`src/rtl/apb_arb_pkg.sv`:
```
// Shared state type, requester indices and a small index helper for the APB master arbiter.
package apb_arb_pkg;

   typedef enum logic [1:0] {
      IDLE   = 2'd0,
      SETUP  = 2'd1,
      ACCESS = 2'd2
   } arb_state_e;

   localparam int unsigned REQ_CORE = 0;
   localparam int unsigned REQ_DBG  = 1;

   function automatic logic [1:0] idx_onehot(input logic idx);
      return idx ? 2'b10 : 2'b01;
   endfunction

endpackage

```
`src/rtl/apb_master_arbiter_if.sv`:
```
// APB master-side bus bundle; the arbiter drives it through the master modport.
interface apb_master_arbiter_if #(
   parameter int APB_ADDR_WIDTH = 32,
   parameter int APB_DATA_WIDTH = 32
);

   logic [APB_ADDR_WIDTH-1:0] paddr_o;
   logic [APB_DATA_WIDTH-1:0] pwdata_o;
   logic                      pwrite_o;
   logic                      psel_o;
   logic                      penable_o;
   logic [APB_DATA_WIDTH-1:0] prdata_i;
   logic                      pready_i;
   logic                      pslverr_i;

   modport master (
      output paddr_o, pwdata_o, pwrite_o, psel_o, penable_o,
      input  prdata_i, pready_i, pslverr_i
   );

   modport slave (
      input  paddr_o, pwdata_o, pwrite_o, psel_o, penable_o,
      output prdata_i, pready_i, pslverr_i
   );

endinterface

```
`src/rtl/rr_arb_2.sv`:
```
// Two-way round-robin picker, purely combinational: a lone requester wins,
// on conflict the one not granted last wins.
module rr_arb_2
   import apb_arb_pkg::*;
(
   input  logic [1:0] req,
   input  logic       last,
   output logic [1:0] gnt
);

   always_comb begin
      gnt = 2'b00;
      if (req[REQ_CORE] && req[REQ_DBG]) begin
         gnt = idx_onehot(~last);
      end else begin
         gnt = req;
      end
   end

endmodule

```
`src/rtl/apb_master_arbiter.sv`:
```
// Two-requester APB master: grant in IDLE, SETUP, ACCESS, response one cycle after pready (3 cycles min).
// Requests are held off (not dropped) while busy; APB_ARB_TIMEOUT_EN adds an ACCESS timeout abort.
module apb_master_arbiter
   import apb_arb_pkg::*;
#(
   parameter int APB_ADDR_WIDTH = 32,
   parameter int APB_DATA_WIDTH = 32,
   parameter int TIMEOUT_CYCLES = 255
) (
   input  logic                                clk_i,
   input  logic                                rst_i,
   input  logic [1:0]                          req_i,
   input  logic [1:0][APB_ADDR_WIDTH-1:0]      addr_i,
   input  logic [1:0]                          we_i,
   input  logic [1:0][APB_DATA_WIDTH-1:0]      wdata_i,
   output logic [1:0]                          gnt_o,
   output logic [1:0]                          rvalid_o,
   output logic [APB_DATA_WIDTH-1:0]           rdata_o,
   output logic                                err_o,
   apb_master_arbiter_if.master                apb
);

   arb_state_e                state_q,   state_d;
   logic                      owner_q,   owner_d;
   logic                      last_q,    last_d;
   logic [APB_ADDR_WIDTH-1:0] paddr_q,   paddr_d;
   logic [APB_DATA_WIDTH-1:0] pwdata_q,  pwdata_d;
   logic                      pwrite_q,  pwrite_d;
   logic                      psel_q,    psel_d;
   logic                      penable_q, penable_d;
   logic [APB_DATA_WIDTH-1:0] rdata_q,   rdata_d;
   logic                      err_q,     err_d;
   logic [1:0]                rvalid_q,  rvalid_d;

   logic [1:0] win;
   logic       win_idx;

   rr_arb_2 u_rr_arb (
      .req  (req_i),
      .last (last_q),
      .gnt  (win)
   );

   assign win_idx = win[REQ_DBG];
   assign gnt_o   = (state_q == IDLE && !rst_i) ? win : 2'b00;

`ifdef APB_ARB_TIMEOUT_EN
   localparam int CNT_W = $clog2(TIMEOUT_CYCLES + 1);

   logic [CNT_W-1:0] tmo_cnt_q, tmo_cnt_d;
   logic             tmo_hit;

   // This is the last allowed wait cycle: the counter would reach the limit here.
   assign tmo_hit = (tmo_cnt_q == CNT_W'(TIMEOUT_CYCLES - 1));
`else
   logic tmo_unused;
   assign tmo_unused = (TIMEOUT_CYCLES == 0);
`endif

   always_comb begin
      state_d   = state_q;
      owner_d   = owner_q;
      last_d    = last_q;
      paddr_d   = paddr_q;
      pwdata_d  = pwdata_q;
      pwrite_d  = pwrite_q;
      psel_d    = psel_q;
      penable_d = penable_q;
      rdata_d   = rdata_q;
      err_d     = err_q;
      rvalid_d  = 2'b00;
`ifdef APB_ARB_TIMEOUT_EN
      tmo_cnt_d = tmo_cnt_q;
`endif
      unique case (state_q)
         IDLE: begin
            if (|req_i) begin
               owner_d   = win_idx;
               last_d    = win_idx;
               paddr_d   = addr_i[win_idx];
               pwdata_d  = wdata_i[win_idx];
               pwrite_d  = we_i[win_idx];
               psel_d    = 1'b1;
               penable_d = 1'b0;
               state_d   = SETUP;
            end
         end
         SETUP: begin
            penable_d = 1'b1;
            state_d   = ACCESS;
`ifdef APB_ARB_TIMEOUT_EN
            tmo_cnt_d = '0;
`endif
         end
         ACCESS: begin
            if (apb.pready_i) begin
               psel_d    = 1'b0;
               penable_d = 1'b0;
               rdata_d   = apb.prdata_i;
               err_d     = apb.pslverr_i;
               rvalid_d  = idx_onehot(owner_q);
               state_d   = IDLE;
            end
`ifdef APB_ARB_TIMEOUT_EN
            else if (tmo_hit) begin
               psel_d    = 1'b0;
               penable_d = 1'b0;
               rdata_d   = '0;
               err_d     = 1'b1;
               rvalid_d  = idx_onehot(owner_q);
               state_d   = IDLE;
            end else begin
               tmo_cnt_d = tmo_cnt_q + 1'b1;
            end
`endif
         end
         default: begin
            state_d = IDLE;
         end
      endcase
   end

   always_ff @(posedge clk_i) begin
      if (rst_i) begin
         state_q   <= IDLE;
         owner_q   <= 1'b0;
         last_q    <= 1'b1;
         paddr_q   <= '0;
         pwdata_q  <= '0;
         pwrite_q  <= 1'b0;
         psel_q    <= 1'b0;
         penable_q <= 1'b0;
         rdata_q   <= '0;
         err_q     <= 1'b0;
         rvalid_q  <= 2'b00;
`ifdef APB_ARB_TIMEOUT_EN
         tmo_cnt_q <= '0;
`endif
      end else begin
         state_q   <= state_d;
         owner_q   <= owner_d;
         last_q    <= last_d;
         paddr_q   <= paddr_d;
         pwdata_q  <= pwdata_d;
         pwrite_q  <= pwrite_d;
         psel_q    <= psel_d;
         penable_q <= penable_d;
         rdata_q   <= rdata_d;
         err_q     <= err_d;
         rvalid_q  <= rvalid_d;
`ifdef APB_ARB_TIMEOUT_EN
         tmo_cnt_q <= tmo_cnt_d;
`endif
      end
   end

   assign apb.paddr_o   = paddr_q;
   assign apb.pwdata_o  = pwdata_q;
   assign apb.pwrite_o  = pwrite_q;
   assign apb.psel_o    = psel_q;
   assign apb.penable_o = penable_q;
   assign rdata_o       = rdata_q;
   assign err_o         = err_q;
   assign rvalid_o      = rvalid_q;

endmodule

```
`src/flat_wrapper.sv`:
```
// flat-port wrapper written by rule: the top's interface ports become plain ports
module apb_master_arbiter_flat import apb_arb_pkg::*;
#(
   parameter int APB_ADDR_WIDTH = 32,
   parameter int APB_DATA_WIDTH = 32,
   parameter int TIMEOUT_CYCLES = 255
)
  (clk_i, rst_i, req_i, addr_i, we_i, wdata_i, gnt_o, rvalid_o, rdata_o, err_o, apb_paddr_o, apb_pwdata_o, apb_pwrite_o, apb_psel_o, apb_penable_o, apb_prdata_i, apb_pready_i, apb_pslverr_i);
  apb_master_arbiter_if #(.APB_ADDR_WIDTH(APB_ADDR_WIDTH), .APB_DATA_WIDTH(APB_DATA_WIDTH)) apb_i ();
  input  logic clk_i;
  input  logic rst_i;
  input  logic [1:0] req_i;
  input  logic [1:0][APB_ADDR_WIDTH-1:0] addr_i;
  input  logic [1:0] we_i;
  input  logic [1:0][APB_DATA_WIDTH-1:0] wdata_i;
  output logic [1:0] gnt_o;
  output logic [1:0] rvalid_o;
  output logic [APB_DATA_WIDTH-1:0] rdata_o;
  output logic err_o;
  output wire logic [$bits(apb_i.paddr_o)-1:0] apb_paddr_o;
  output wire logic [$bits(apb_i.pwdata_o)-1:0] apb_pwdata_o;
  output wire logic [$bits(apb_i.pwrite_o)-1:0] apb_pwrite_o;
  output wire logic [$bits(apb_i.psel_o)-1:0] apb_psel_o;
  output wire logic [$bits(apb_i.penable_o)-1:0] apb_penable_o;
  input wire logic [$bits(apb_i.prdata_i)-1:0] apb_prdata_i;
  input wire logic [$bits(apb_i.pready_i)-1:0] apb_pready_i;
  input wire logic [$bits(apb_i.pslverr_i)-1:0] apb_pslverr_i;
  assign apb_paddr_o = apb_i.paddr_o;
  assign apb_pwdata_o = apb_i.pwdata_o;
  assign apb_pwrite_o = apb_i.pwrite_o;
  assign apb_psel_o = apb_i.psel_o;
  assign apb_penable_o = apb_i.penable_o;
  assign apb_i.prdata_i = apb_prdata_i;
  assign apb_i.pready_i = apb_pready_i;
  assign apb_i.pslverr_i = apb_pslverr_i;
  apb_master_arbiter #(.APB_ADDR_WIDTH(APB_ADDR_WIDTH), .APB_DATA_WIDTH(APB_DATA_WIDTH), .TIMEOUT_CYCLES(TIMEOUT_CYCLES)) u_core (.clk_i(clk_i), .rst_i(rst_i), .req_i(req_i), .addr_i(addr_i), .we_i(we_i), .wdata_i(wdata_i), .gnt_o(gnt_o), .rvalid_o(rvalid_o), .rdata_o(rdata_o), .err_o(err_o), .apb(apb_i));
endmodule
```
`config.mk`:
```
export PLATFORM = sky130hd
export DESIGN_NAME = apb_master_arbiter_flat
export DESIGN_NICKNAME = d
export VERILOG_FILES = /design/src/rtl/apb_arb_pkg.sv /design/src/rtl/apb_master_arbiter_if.sv /design/src/rtl/rr_arb_2.sv /design/src/rtl/apb_master_arbiter.sv /design/src/flat_wrapper.sv
export SDC_FILE = /design/constraint.sdc
export NUM_CORES = 1
export LEC_CHECK = 0
export ABC_AREA = 1
export CAP_MARGIN = 5
export CELL_PAD_IN_SITES_DETAIL_PLACEMENT = 1
export CELL_PAD_IN_SITES_GLOBAL_PLACEMENT = 2
export CORE_ASPECT_RATIO = 1.2
export CORE_MARGIN = 10
export CORE_UTILIZATION = 34
export CTS_BUF_LIST = sky130_fd_sc_hd__clkbuf_4
export CTS_CLUSTER_DIAMETER = 30
export DETAILED_ROUTE_END_ITERATION = 10
export DONT_BUFFER_PORTS = 1
export GPL_TIMING_DRIVEN = 0
export PLACE_DENSITY = 0.86
export RECOVER_POWER = 100
export SETUP_SLACK_MARGIN = 0.3
export SLEW_MARGIN = 40
export SYNTH_ARGS = -nofsm -noshare
export SYNTH_HDL_FRONTEND = slang
export SYNTH_SLANG_ARGS = --single-unit
export TNS_END_PERCENT = 5
```
`constraint.sdc`:
```
create_clock -name clk_i -period 2.9 [get_ports clk_i]
set_clock_uncertainty 0.05 [all_clocks]
set_input_delay 0.435 -clock clk_i [delete_from_list [all_inputs] [get_ports clk_i]]
set_output_delay 0.435 -clock clk_i [all_outputs]
set_load 0.05 [all_outputs]
```
==> impl_metrics.yaml <==
floorplanning:
  die-area_mm2: 0.0208
  die_w_um: 133
  die_h_um: 156
  core_area_mm2: 0.0151
  start_util: 0.348
  placementRows: 49
  ios: 272
critical_path:
  worst_ep_required_time_ps: 2410
  cp.arrival_ps: 1900
  cp_max_fo: 10
  start_kind: "input pin"
  crit_type: "input pin to output pin"
  regToRegSetupSlack_ps: 800
  end_kind: "output pin"
  timing.rr.end: "u_core.apb.pwdata_o[7]"
  timing.rr.start: "u_core.state_q[1]"
  r2r_cells: 8
cts:
  clockBufferDepth: 2
  numCtsBuffers: 9
  clock_latency_ps: 470
  cts-root-buf: "clkbuf_4"
  clk_pin_slew_ps: 160
  tritoncts: "done"
  cts_sinks: 106
  htreeDepth: 3
  post-cts-setup-buffer-count: 0
synth:
  synth_most_common_cell: "nand2_1"
  synth_async_sr_flop_share: 0
  synth_top_area_share: 0.405
  synth-seq-cells: 106
  syn_inst: 869
  yosysWarnings: 0
  synth_edf_count: 0
  syn_area_mm2: 0.00525
  postSynthAreaPerCell_um2: 6.04
  synth_area_leader_cell: "dfxtp_1"
  syn_nets: 1037
  synth.distinct_cells: 20
  yosysSeqAreaShare: 0.405
  synthTopCellsByCount: "nand2_1 (206), nor2_1 (191), inv_1 (165), dfxtp_1 (106), nand3_1 (71)"
  synth.area.top_cells: "dfxtp_1 (40%), nand2_1 (15%), nor2_1 (14%), inv_1 (12%), nand3_1 (6.8%)"
  synth_ff_type: "dfxtp_1"
worst_hold_path:
  hold_path_class: "input pin to register"
  min_path_cells: 2
  holdPathEnd: "u_core.state_q[1]"
  hp-start: "apb_pready_i"
timing:
  slew_headroom: 0.145
  fin_crit_sh: 0.823
  worst_slack_ps: 513
  layout_min_cycle_time_ps: 2390
  setup_violations: 0
  rsz0062_at_grt: "false"
  slew_viol_final: 0
  hold_viol: 0
  worst_pin_slew_ps: 1270
  fin_tns_setup_ps: 0
  fmax_mhz: 419
place:
  dp_hpwl_um: 15600
  place_area_mm2: 0.00551
  pre_cts_ws_ps: 745
  port_buffers: 0
  place.gp.congestion: 0.777
cells_and_area:
  final_area_mm2: 0.00563
  nFillCells: 2106
  fin_util: 0.373
  area_delta_synth_final_pct: 7.25
  drive_above_1_share: 0.0429
  nets: 1049
status:
  status: "finished clean"
drt:
  ant_nets: 0
  routedWlPerCell_um: 17.6
  drc_errors: 0
  wl_um: 19200
  drt_iter0_drc: 167
  viasPerCell: 4.60
  dr.pass1.iters: 4
  vias: 5023
pwr:
  vdd_ir_drop_max_mv: 0.314
  power_leakage_nw: 2.84
  power_density_mw_per_mm2: 655
  p_total_mw: 3.68
global_routing:
  grt_max_degree: 18
  antenna_found_initial: 1
  grt.total_usage: 0.177
  grt-ovfl-total: 0
  first_global_vias: 5156
  grt_pass1_wl_um: 29000
job:
  max_cap_viol_count: 0
## worst max-delay path, stage by stage
cell,delay (ps)
clkbuf_1,190
clkbuf_1,340
inv_1,110
o21ai_0,90
nor2_1,730
## power by group
group	leakage, nW	total, mW	internal, mW	switching (mW)
clock network	0.0748	0.797	0.275	0.522
registers	0.874	2.21	1.60	0.610
logic	1.89	0.676	0.228	0.447
## metal layers
layer  wire length (µm)  track usage  up-vias  part of all wire
met2               9370        0.301      168              0.49
li1                   -            -     2585                 -
met1               7410        0.187     2254              0.39
met4                334       0.0607        0             0.017
met5                  0            0        -                 0
met3               2090       0.0860       16              0.11
## worst max path at each step
stage | startpoint | end | slack, ps | depth (start not counted)
2_1_floorplan | req_i[1] | gnt_o[0] | 880 | 5
3_3_place_gp | req_i[1] | gnt_o[0] | 530 | 5
3_5_place_dp | req_i[1] | gnt_o[0] | 750 | 5
4_1_cts | u_core.state_q[1] | gnt_o[0] | 690 | 3
5_1_grt | req_i[1] | gnt_o[0] | 330 | 5
6_report | req_i[1] | gnt_o[0] | 510 | 5
## state kept, by name (all words and copies together) (netlist names)
name and count:
u_core.owner_q 1, u_core.apb.pwdata_o 32, u_core.last_q 1, u_core.apb.penable_o 1
u_core.state_q 2, u_core.rvalid_o 2, u_core.apb.pwrite_o 1, u_core.rdata_o 32
u_core.err_o 1, u_core.apb.psel_o 1, u_core.apb.paddr_o 32
## cell usage in the layout, fill, tap and decap left out, types with 2 or more instances in the layout
cell type,n
clkbuf_1,28
o21ai_0,36
inv_6,2
buf_2,19
diode_2,2
dfxtp_1,106
buf_6,2
nand3_1,71
nor2_1,192
clkbuf_4,10
a21oi_1,35
inv_1,165
buf_1,3
nand2_1,206
## cell families after synthesis
group                  Yosys count  share of synthesized area
AOI/OAI and AO/OA               73                     0.0711
and+or+nand+nor                472                      0.357
DFF                            106                      0.405
buffers and inverters          218                      0.168
## through the flow
stage / hold WS (ps) / cells
after floorplan: 348 / 869
after global placement: 370 / 1073
after detailed placement: 368 / 1073
after CTS: 48.1 / 1090
after global routing: 51.2 / 1092
final: 83.3 / 1092
## what timing repair did
item                       4_1_cts  5_1_grt
setup endpoints to repair        0        0
gates resized for setup          0        0
hold endpoints to repair         3        0
hold buffers                     1        0
## cell type report
cell class / instances / area [µm²] / area share
Tap cell: 204 / 255 / 0.0454
Clock buffer: 10 / 75.1 / 0.0133
Sequential cell: 106 / 2120 / 0.377
Clock inverter: 6 / 63.8 / 0.0113
Timing Repair Buffer: 1 / 10.0 / 0.00178
Multi-Input combinational cell: 545 / 2240 / 0.398
Buffer: 52 / 234 / 0.0416
Antenna cell: 2 / 5.00 / 0.000890
Inverter: 166 / 623 / 0.111
No activity file was read; power rests on OpenSTA's default activity.
